==> src/rtl/abft_acc_array.sv <==
// Skewed multi-column checksum window accumulator for the ABFT checker.
// One shared beat counter drives per-column valid/last skew pipes; each lane sums a window and flags overflow.
module abft_acc_array #(
    parameter int arraySize   = 4,
    parameter int numChannels = 4,
    parameter int aBits       = 8,
    parameter int zBits       = 12,
    parameter int windowLen   = 4,
    parameter int cntWidth    = (windowLen > 1) ? $clog2(windowLen) : 1
) (
    input  logic                                   clk,
    input  logic                                   rst,
    input  logic                                   valid,
    input  logic                                   sat_en,
    input  logic [arraySize*numChannels*aBits-1:0] data_in,
    output logic [arraySize*numChannels*zBits-1:0] acc_out,
    output logic [arraySize*numChannels-1:0]       ovf_out,
    output logic [arraySize-1:0]                   acc_valid,
    output logic [cntWidth-1:0]                    selector_out,
    output logic                                   clear_out
);

    localparam logic [cntWidth-1:0] CNT_LAST = cntWidth'(windowLen - 1);

    // Returns {overflow, next accumulator}; saturation pins the sum at all-ones.
    function automatic logic [zBits:0] acc_step(
        input logic [zBits-1:0] acc,
        input logic [aBits-1:0] x,
        input logic             sat,
        input logic             ovf_in
    );
        logic [zBits:0]   sum;
        logic [zBits-1:0] nxt;
        sum = {1'b0, acc} + {{(zBits + 1 - aBits){1'b0}}, x};
        if (sat && sum[zBits]) nxt = '1;
        else                   nxt = sum[zBits-1:0];
        return {ovf_in | sum[zBits], nxt};
    endfunction

    logic [cntWidth-1:0]  cnt_p0;
    logic                 last;
    logic [arraySize-1:0] v_pipe;
    logic [arraySize-1:0] l_pipe;

    assign last         = valid && (cnt_p0 == CNT_LAST);
    assign selector_out = cnt_p0;
    assign clear_out    = l_pipe[arraySize-1] & v_pipe[arraySize-1];

    // Stage 0: window beat counter
    always_ff @(posedge clk) begin
        if (rst) begin
            cnt_p0 <= '0;
        end else if (valid) begin
            cnt_p0 <= last ? '0 : cnt_p0 + 1'b1;
        end
    end

    // Skew chain: stage k lines valid/last up with column k's data
    always_ff @(posedge clk) begin
        if (rst) begin
            v_pipe <= '0;
            l_pipe <= '0;
        end else begin
            v_pipe[0] <= valid;
            l_pipe[0] <= last;
            for (int k = 1; k < arraySize; k++) begin
                v_pipe[k] <= v_pipe[k-1];
                l_pipe[k] <= l_pipe[k-1];
            end
        end
    end

    always_ff @(posedge clk) begin
        if (rst) acc_valid <= '0;
        else     acc_valid <= v_pipe & l_pipe;
    end

    for (genvar k = 0; k < arraySize; k++) begin : g_col
        for (genvar c = 0; c < numChannels; c++) begin : g_ch
            localparam int L = k * numChannels + c;

            logic [zBits-1:0] acc_p1;
            logic             ovf_p1;
            logic [zBits-1:0] res_p2;
            logic             ovf_p2;
            logic [zBits:0]   step;

            assign step = acc_step(acc_p1, data_in[L*aBits +: aBits], sat_en, ovf_p1);

            // Stage 1/2: running sum, then window result on the last beat
            always_ff @(posedge clk) begin
                if (rst) begin
                    acc_p1 <= '0;
                    ovf_p1 <= 1'b0;
                    res_p2 <= '0;
                    ovf_p2 <= 1'b0;
                end else if (v_pipe[k]) begin
                    if (l_pipe[k]) begin
                        res_p2 <= step[zBits-1:0];
                        ovf_p2 <= step[zBits];
                        acc_p1 <= '0;
                        ovf_p1 <= 1'b0;
                    end else begin
                        acc_p1 <= step[zBits-1:0];
                        ovf_p1 <= step[zBits];
                    end
                end
            end

            assign acc_out[L*zBits +: zBits] = res_p2;
            assign ovf_out[L]                = ovf_p2;
        end
    end

endmodule

==> config.mk <==
export PLATFORM = sky130hd
export DESIGN_NAME = abft_acc_array
export DESIGN_NICKNAME = d
export VERILOG_FILES = /design/src/rtl/abft_acc_array.sv
export SDC_FILE = /design/constraint.sdc
export NUM_CORES = 1
export LEC_CHECK = 0
export BUFFER_PORTS_ARGS = -buffer_cell sky130_fd_sc_hd__buf_2
export CAP_MARGIN = 40
export CORE_ASPECT_RATIO = 0.5
export CORE_MARGIN = 3
export CORE_UTILIZATION = 62
export DETAILED_ROUTE_END_ITERATION = 6
export PLACE_DENSITY = 0.95
export SLEW_MARGIN = 20
export SYNTH_ARGS = -nofsm -noshare
export SYNTH_HDL_FRONTEND = slang
export SYNTH_SLANG_ARGS = --single-unit
==> constraint.sdc <==
create_clock -name clk -period 5.5 [get_ports clk]
set_input_delay 0.275 -clock clk [delete_from_list [all_inputs] [get_ports clk]]
set_output_delay 0.275 -clock clk [all_outputs]
set_load 0.005 [all_outputs]
Word-level counts from Yosys, hierarchy flattened. Index checks and enable logic that the tools add are counted.

Flip-flop bits (word level): 430. Latch bits: 0. RAM bits: 0. ROM bits: 0. Input bits: 132. Output and inout port bits: 215. Word-level logic and storage cells: 174. Memories: 0.

$add $sub $neg: 17. Multiply operators: 0. Div/mod/pow operators: 0. Magnitude comparators: 0. Eq/ne operators: 1. Shifts and indexed selects: 0. Multiplexer cells: 49. Bitwise logic cells: 18. Reductions and logical operators: 21.

Operator list (count): 12-bit two-way mux (32); 12-bit by 8-bit adder with 13-bit output (16); 1-bit logical AND (17); 1-bit two-way mux (16); 1-bit OR (16); 2-bit AND reduction (4); 4-bit AND (1); 2-bit by 1-bit adder with 2-bit output (second input constant) (1); 2-bit == test (second input constant) (1); 2-bit two-way mux (1); 1-bit AND (1).

Depth between registers and ports, before layout. Gate-level depths: netlist (run 1).

Word-level depth: 4. Gate-level depth with buffers: 9. Depth with buffers taken out: 8.

Least setup slack after synthesis (run 1). OpenSTA, ideal clock, no wires.

Path type: reg-to-reg. Start point: register g_col[0].g_ch[1].acc_p1[0]. End point: register g_col[0].g_ch[1].acc_p1[5]. Setup time: 0.117 ns. Arrival time: 2.153 ns. Required time: 5.383 ns. Setup slack: 3.231 ns. Cell stages (with the launch flop): 9. Buffers on the path: 0. Period minus slack after synthesis: 2.269 ns. Path through: dfxtp_1 -> ha_1 -> fa_1 -> a211oi_2 -> o21ai_1 -> o311a_1 -> nor2b_4 -> or2_1 -> a22o_1.

Cells in the longest elaborated chain, start to end: 4.

RTL lines: from (decl) (RTL line 82) `logic [zBits-1:0] acc_p1;`; from (signal assigned) (RTL line 104) `acc_p1 <= step[zBits-1:0];`; 12-bit by 8-bit adder with 13-bit output * (RTL line 34) `sum = {1'b0, acc} + {{(zBits + 1 - aBits){1'b0}}, x};`; 1-bit logical AND (RTL line 35) `if (sat && sum[zBits]) nxt = '1;`; 12-bit two-way mux * (RTL line 35); 12-bit two-way mux * (RTL line 98) `if (l_pipe[k]) begin`.

Mark *: on every way between the ends. The rest lies on a longest branch, timed or not. A chain may end at the register's enable or synchronous reset.

Worst setup path after layout (run 1).
Start point: register v_pipe[1]. End point: register g_col[1].g_ch[1].res_p2[10].

Cells in the longest elaborated chain, start to end: 1.

RTL lines: from (decl) (RTL line 42) `logic [arraySize-1:0] v_pipe;`; from (signal, indexed assignment) (RTL line 67) `v_pipe[k] <= v_pipe[k-1];`; 2-bit AND reduction (no line); to (signal assigned) (RTL line 99) `res_p2 <= step[zBits-1:0];`; to (decl) (RTL line 84) `logic [zBits-1:0] res_p2;`.

Every way passes these cells.

==> results of run 1 <==
[what timing repair did]
item	CTS	global route
hold buffers	1	0
setup buffers	0	0
endpoints found under the hold margin	1	0
[state kept, by name (all words and copies together) (netlist names)]
name	count
g_col.g_ch.ovf_p2	16
acc_valid	4
g_col.g_ch.ovf_p1	16
selector_out	2
g_col.g_ch.res_p2	192
l_pipe	4
v_pipe	4
g_col.g_ch.acc_p1	192
[routing by layer]
metal / vias to the layer above / share of wire / global-route usage
li1: 9623 / - / -
met1: 9631 / 0.39 / 0.3668
met2: 980 / 0.47 / 0.5413
met3: 285 / 0.067 / 0.05377
met4: 0 / 0.067 / 0.2132
met5: - / 0 / 0
[path summary, 6_finish.rpt]
path	start	to	slack (ps)	depth (start not counted)
worst max-delay path	v_pipe[1]$_SDFF_PP0_	g_col[1].g_ch[1].res_p2[10]$_SDFFE_PP0P_	2670	6
worst min-delay path	valid	selector_out[0]$_SDFFE_PP0P_	30	3
worst max register to register	v_pipe[1]$_SDFF_PP0_	g_col[1].g_ch[1].res_p2[10]$_SDFFE_PP0P_	2670	6
worst min register to register	g_col[0].g_ch[3].res_p2[8]$_SDFFE_PP0P_	g_col[0].g_ch[3].res_p2[8]$_SDFFE_PP0P_	440	2
[critical path, cell delays in order (launching register included)]
cell and delay (ps):
dfxtp_1 830, nor2b_1 520, nand2_1 110, buf_4 280, inv_1 590, o311ai_0 290, nand2_1 120
[cell type report]
cell class                 count  area [sq um]  area share
antenna                       13         32.53    0.001305
clock buffer                  51          1111     0.04457
clock inverter                17         279.0     0.01119
inverter                      32         120.1    0.004818
multi-input combinational   1925         12210      0.4899
sequential                   430          8608      0.3453
tap                          465         581.8     0.02334
timing repair buffer         372          1986     0.07964
[cell usage in the layout, fill, tap and decap left out, types with 20 or more instances in the layout]
| cell | n |
|---|---|
| nand2_1 | 315 |
| buf_4 | 20 |
| and3_1 | 24 |
| nor2b_1 | 21 |
| o21ai_1 | 39 |
| o21bai_1 | 22 |
| o21ai_0 | 328 |
| nor3_1 | 29 |
| nor2_1 | 200 |
| buf_2 | 346 |
| inv_1 | 30 |
| clkbuf_16 | 39 |
| xnor2_1 | 83 |
| xor2_1 | 27 |
| a22o_1 | 62 |
| a21oi_1 | 174 |
| ha_1 | 129 |
| dfxtp_1 | 430 |
| a21o_1 | 41 |
| a211oi_1 | 27 |
| nand3_1 | 49 |
| a31oi_1 | 37 |
[report_power, final]
part	internal, W	total, W	leakage [nW]	switching (W)
clock network	0.00176	0.00300	0.677	0.00124
registers	0.00315	0.00319	3.47	0.0000330
logic	0.000273	0.000700	6.93	0.000427
[logic make-up (layout without fill, tap and decap cells)]
| kind of cell | after synthesis | after routing | synth area share |
|---|---|---|---|
| AO/OA/AOI/OAI | 890 | 890 | 0.2596 |
| AND/OR/NAND/NOR | 765 | 765 | 0.1639 |
| flip-flops | 430 | 430 | 0.3997 |
| buffers and inverters | 168 | 472 | 0.03503 |
| adder cells (fa/ha/maj) | 145 | 145 | 0.08981 |
| XOR/XNOR | 110 | 110 | 0.04473 |
| multiplexers | 15 | 15 | 0.007261 |
| other | 0 | 13 | 0 |
[per-stage QoR]
step	power, W	hold WS [ps]	setup WS (ps)	std cells	cell area [sq um]
detailed placement	0.003925	426.0	2498	3219	23430
global placement	0.003888	419.9	2590	3217	23400
global route	0.007103	27.49	2547	3302	24920
finish	0.006882	33.45	2667	3305	24930
floorplan	0.003733	416.8	3231	2523	21540
CTS	0.006876	20.47	2371	3288	24830
==> summary.md, run 1 <==
| Metric | Value |
|---|---|
| Clock Skews | 14.55 ps |
| Final wirelength | 61.35 mm |
| Vias per Instance | 6.208 |
| Nets | 3,076 |
| Drt pass-1 iters | 6 |
| Clk Latency, worst-skew pair | 540 ps |
| Starting Density | 0.6403 |
| Min-delay worst type | primary input to flip-flop |
| Crit path time final | 2833 ps |
| Row cnt | 47 |
| Ys Warns | 0 |
| # clock sinks | 430 |
| Cells after Synth | 2,523 |
| Unrepaired setup endpoints after global routing | false |
| Final setup viols | 0 |
| CTS root buffer | clkbuf_16 |
| Vias | 20,520 |
| Port Buf Inserts | 346 |
| Async SR Flop Fraction | 0 |
| Die width | 269.6 um |
| Slew margin rel. | 0.4472 |
| Post-layout util | 0.7412 |
| Area growth syn-to-layout | 15.75% |
| Drt drc | 0 |
| CTS tree | built |
| Worst slew pin tran | 827.3 ps |
| Core box area | 0.03364 sq mm |
| Tcrit/Tclk final | 0.5151 |
| Number of global-route vias before repair | 19,960 |
| Yosys cell types | 94 |
| FMAX | 0.3530 GHz |
| Largest area contributor in the netlist | dfxtp_1 |
| Num CTS Buffers | 38 |
| Initial antenna violation count | 10 |
| Routed Antenna Nets | 0 |
| RePlAce Congestion | 0.9562 |
| Register area share after synthesis | 0.3997 |
| Synth top cells by count | 430 x dfxtp_1, 328 x o21ai_0, 316 x nand2_1, 204 x nor2_1, 176 x a21oi_1 |
| Die area | 0.03715 sq mm |
| Max-slew violations | 0 |
| Number of synthesized register bits | 430 |
| CP Max Fanout | 37 |
| First-pass GRT wire length | 97.35 mm |
| CTS resizes | 0 |
| Largest net degree at the start of global routing | 61 |
| Num ports | 347 |
| Clock Path Buffers | 3 |
| Pwr per Cell Area | 276.0 mW/mm^2 |
| Peak VDD IR | 0.0001795 V |
| Routed WL per cell | 18.56 um |
| Synthesized area | 0.02154 sq mm |
| Critical path class | flip-flop to flip-flop |
| Worst-path clk slew | 70 ps |
| Mean post-synth cell area | 8.537 sq um |
| Leak pwr | 11.08 nW |
| Worst Setup End Kind | flip-flop |
| Synth Flop Type | dfxtp_1 |
| Top cells by area, synth | dfxtp_1 40%, o21ai_0 7.6%, ha_1 7.5% |
| Hold Violations, Final | 0 |
| Worst Path Arrival | 3310 ps |
| GR Overflow Total | 0 |
| Worst EP required | 5980 ps |
| DP HPWL | 41.97 mm |
| Worst setup SP type | flip-flop |
| Total Negative Setup Slacks | 0 ps |
| H-Tree Depth | 2 |
| EDFF count, synth | 0 |
| Detailed Route Iter0 Violations | 1,835 |
| Layout cells sized above 1 | 0.1811 |
| Die height | 137.8 um |
| GRT Util Overall | 0.3144 |
| Status | finished clean |
| Yosys top cell area share | 0.3997 |
| Top-count cell post-synth | dfxtp_1 |
| Number of max-cap violations | 0 |
| Fillers | 2,317 |
| Post-synthesis net count | 2,800 |
Note: power is estimated with default switching activity, not from simulation.
==> run 2: changes to the inputs <==
--- a/config.mk
+++ b/config.mk
@@ -9,9 +9,9 @@
 export CAP_MARGIN = 40
 export CORE_ASPECT_RATIO = 0.5
 export CORE_MARGIN = 3
-export CORE_UTILIZATION = 62
+export CORE_UTILIZATION = 57
 export DETAILED_ROUTE_END_ITERATION = 6
-export PLACE_DENSITY = 0.95
+export PLACE_DENSITY = 0.9
 export SLEW_MARGIN = 20
 export SYNTH_ARGS = -nofsm -noshare
 export SYNTH_HDL_FRONTEND = slang
==> constraint.sdc (replaced) <==
create_clock -name clk -period 2.9 [get_ports clk]
set_input_delay 0.145 -clock clk [delete_from_list [all_inputs] [get_ports clk]]
set_output_delay 0.145 -clock clk [all_outputs]
set_load 0.005 [all_outputs]
==> run 2 against run 1 <==
  * Count of clock-buffer cells in the layout is 4 higher
  * Sequential power is 89% higher
  * Critical path depth is 2 higher
  * Register-to-register slack worse by 2300 ps
  * Die area is 8.5% higher
  * Clock skew is 14 ps higher
  * Critical path type unchanged
  * Largest cell class unchanged
  * Non-clock buffer count is 21 higher
  * Utilization is 5.8 points lower
  * Via count is 2.3% lower
  * Total power is 85% higher
  * Design area is 0.30% higher
  * Fmax is 12% higher
==> summary.md, run 2 (synthesis results as in run 1) <==
| Metric | Value |
|---|---|
| Status | finished clean |
| Clk Latency, worst-skew pair | 550 ps (about the same) |
| Top Registers | g_col.g_ch.acc_p1 (192), g_col.g_ch.res_p2 (192) |
| Peak VDD IR | 0.0004267 V (+140%) |
| Number of global-route vias before repair | 19,320 (-3.2%) |
| GRT Util Overall | 0.2859 (-0.02857) |
| Worst R2R Path Depth | 8 (+2) |
| Worst Setup End Kind | flip-flop |
| Tcrit/Tclk final | 0.8744 (+0.3593) |
| Worst slew pin tran | 834.1 ps (+6.790 ps) |
| Fillers | 2,811 (+21%) |
| Nets | 3,098 (+0.72%) |
| H-Tree Depth | 2 (unchanged) |
| Slew margin rel. | 0.4419 (-0.005350) |
| Pwr per Cell Area | 508.5 mW/mm^2 (+84%) |
| Largest net degree at the start of global routing | 54 (-11%) |
| Die width | 280.9 um (+4.2%) |
| Drt drc | 0 (unchanged) |
| Post-CTS setup buffers | 0 (unchanged) |
| DP Area | 0.02355 sq mm (+0.50%) |
| M2 GR Usage | 0.5005 (-0.04079) |
| Grt met3 use | 0.04432 (-0.009449) |
| FMAX | 0.3943 GHz (+12%) |
| Num CTS Buffers | 39 (+2.6%) |
| Die area | 0.04030 sq mm (+8.5%) |
| Critical path class | flip-flop to flip-flop |
| Min-delay worst type | primary input to flip-flop |
| GR Overflow Total | 0 (unchanged) |
| Core box area | 0.03660 sq mm (+8.8%) |
| Vias per Instance | 5.996 (-3.4%) |
| # clock sinks | 430 (unchanged) |
| Area of the multi-input gates | 0.01221 sq mm (unchanged) |
| Most frequent cells in the layout | 430 x dfxtp_1, 346 x buf_2, 328 x o21ai_0, 315 x nand2_1, 200 x nor2_1 |
| Most Crowded Layer GR | met2 |
| Clock Path Buffers | 3 (unchanged) |
| CP Max Fanout | 12 (-68%) |
| Design Area, Final | 0.02501 sq mm (+0.30%) |
| Hold Violations, Final | 0 (unchanged) |
| Leak pwr | 11.12 nW (+0.35%) |
| M1 GR Usage | 0.3405 (-0.02628) |
| Crit path time final | 2536 ps (-297.2 ps) |
| CTS resizes | 0 (unchanged) |
| Starting Density | 0.5885 (-0.05185) |
| Routed Antenna Nets | 0 (unchanged) |
| Power Total | 0.01272 W (+85%) |
| Final wirelength | 59.77 mm (-2.6%) |
| CTS root buffer | clkbuf_16 |
| Worst Path Arrival | 2950 ps (-360 ps) |
| Place WS | 432.2 ps (-2066 ps) |
| Hold path depth | 4 (+1) |
| Unrepaired setup endpoints after global routing | false |
| Hold-fix buffers, CTS | 13 (+12) |
| Vias | 20,050 (-2.3%) |
| Most common cell after layout, fill and taps aside | dfxtp_1 |
| Initial antenna violation count | 9 (-1) |
| Setup WS post-layout | 364.2 ps (-2303 ps) |
| First-pass GRT wire length | 95.57 mm (-1.8%) |
| DP HPWL | 41.91 mm (-0.12%) |
| Layout cells sized above 1 | 0.1805 (-0.0006332) |
| Drt pass-1 iters | 6 (unchanged) |
| Area growth syn-to-layout | 16.10% |
| Worst setup SP type | flip-flop |
| Seq. cell area | 0.008608 sq mm (unchanged) |
| Num ports | 347 (unchanged) |
| Number of max-cap violations | 0 (unchanged) |
| Die height | 143.5 um (+4.1%) |
| Port Buf Inserts | 346 (unchanged) |
| Max-slew violations | 0 (unchanged) |
| Detailed Route Iter0 Violations | 1,541 (-16%) |
| Clock Skews | 28.14 ps (+13.59 ps) |
| RePlAce Congestion | 0.9135 (-4.5%) |
| Routed WL per cell | 17.88 um (-3.7%) |
| Row cnt | 49 (+4.3%) |
| Total Negative Setup Slacks | 0 ps (unchanged) |
| CTS tree | built |
| Final setup viols | 0 (unchanged) |
| Worst-path clk slew | 70 ps (about the same) |
| Worst EP required | 3320 ps (-2660 ps) |
-- run 2: cell count changes in the layout (fill, tap and decap cells not counted) --
cell / delta
buf_4: +12
diode_2: -1
bufinv_16: -3
clkbuf_1: +7
clkbuf_16: +2
clkinvlp_4: -1
dlygate4sd3_1: +12
clkbuf_8: -5
buf_8: -1
buf_16: -1
inv_6: -1
buf_12: -1
clkinv_2: +1
-- run 2: routing by layer --
metal / vias to the layer above / wire [um]
met5: - / 0
met4: 0 / 3312
met3: 207 / 3679
met2: 798 / 28540
met1: 9381 / 24240
li1: 9666 / -
-- run 2: final timing paths --
path,startpoint,end,slack (ps)
worst max-delay path,g_col[1].g_ch[0].acc_p1[0]$_SDFFE_PP0P_,g_col[1].g_ch[0].acc_p1[5]$_SDFFE_PP0P_,360
worst min-delay path,data_in[72],g_col[2].g_ch[1].acc_p1[0]$_SDFFE_PP0P_,20
worst max register to register,g_col[1].g_ch[0].acc_p1[0]$_SDFFE_PP0P_,g_col[1].g_ch[0].acc_p1[5]$_SDFFE_PP0P_,360
worst min register to register,g_col[0].g_ch[1].res_p2[8]$_SDFFE_PP0P_,g_col[0].g_ch[1].res_p2[8]$_SDFFE_PP0P_,430
-- run 2: critical path, stage by stage, from the launching register on --
cell and delay, ps:
dfxtp_1 320, ha_1 220, fa_1 470, a211oi_2 290
o21ai_1 100, a31o_2 280, nor2b_1 270, or2_1 290
a22o_1 180
-- run 2: metrics by stage --
step / hold WS [ps] / util / cells
floorplan: 296.5 / - / 2523
global placement: 419.1 / 0.6431 / 3250
detailed placement: 425.9 / 0.6434 / 3251
CTS: 5.808 / 0.6824 / 3332
global route: 37.06 / 0.6830 / 3341
finish: 16.15 / 0.6832 / 3344
-- run 2: cell type report --
cell class / count / share of cell area
inverters: 32 / 0.004803
flip-flops and latches: 430 / 0.3442
well taps: 484 / 0.02422
diodes: 12 / 0.001201
multi-input cells: 1925 / 0.4884
clock buffers: 55 / 0.04473
clock inverters: 13 / 0.007105
repair buffers: 393 / 0.08531
-- run 2: power by group --
group / internal (W) / switching (W)
Combinational: 0.000528 / 0.000809
Clock: 0.00306 / 0.00229
Sequential: 0.00598 / 0.0000526
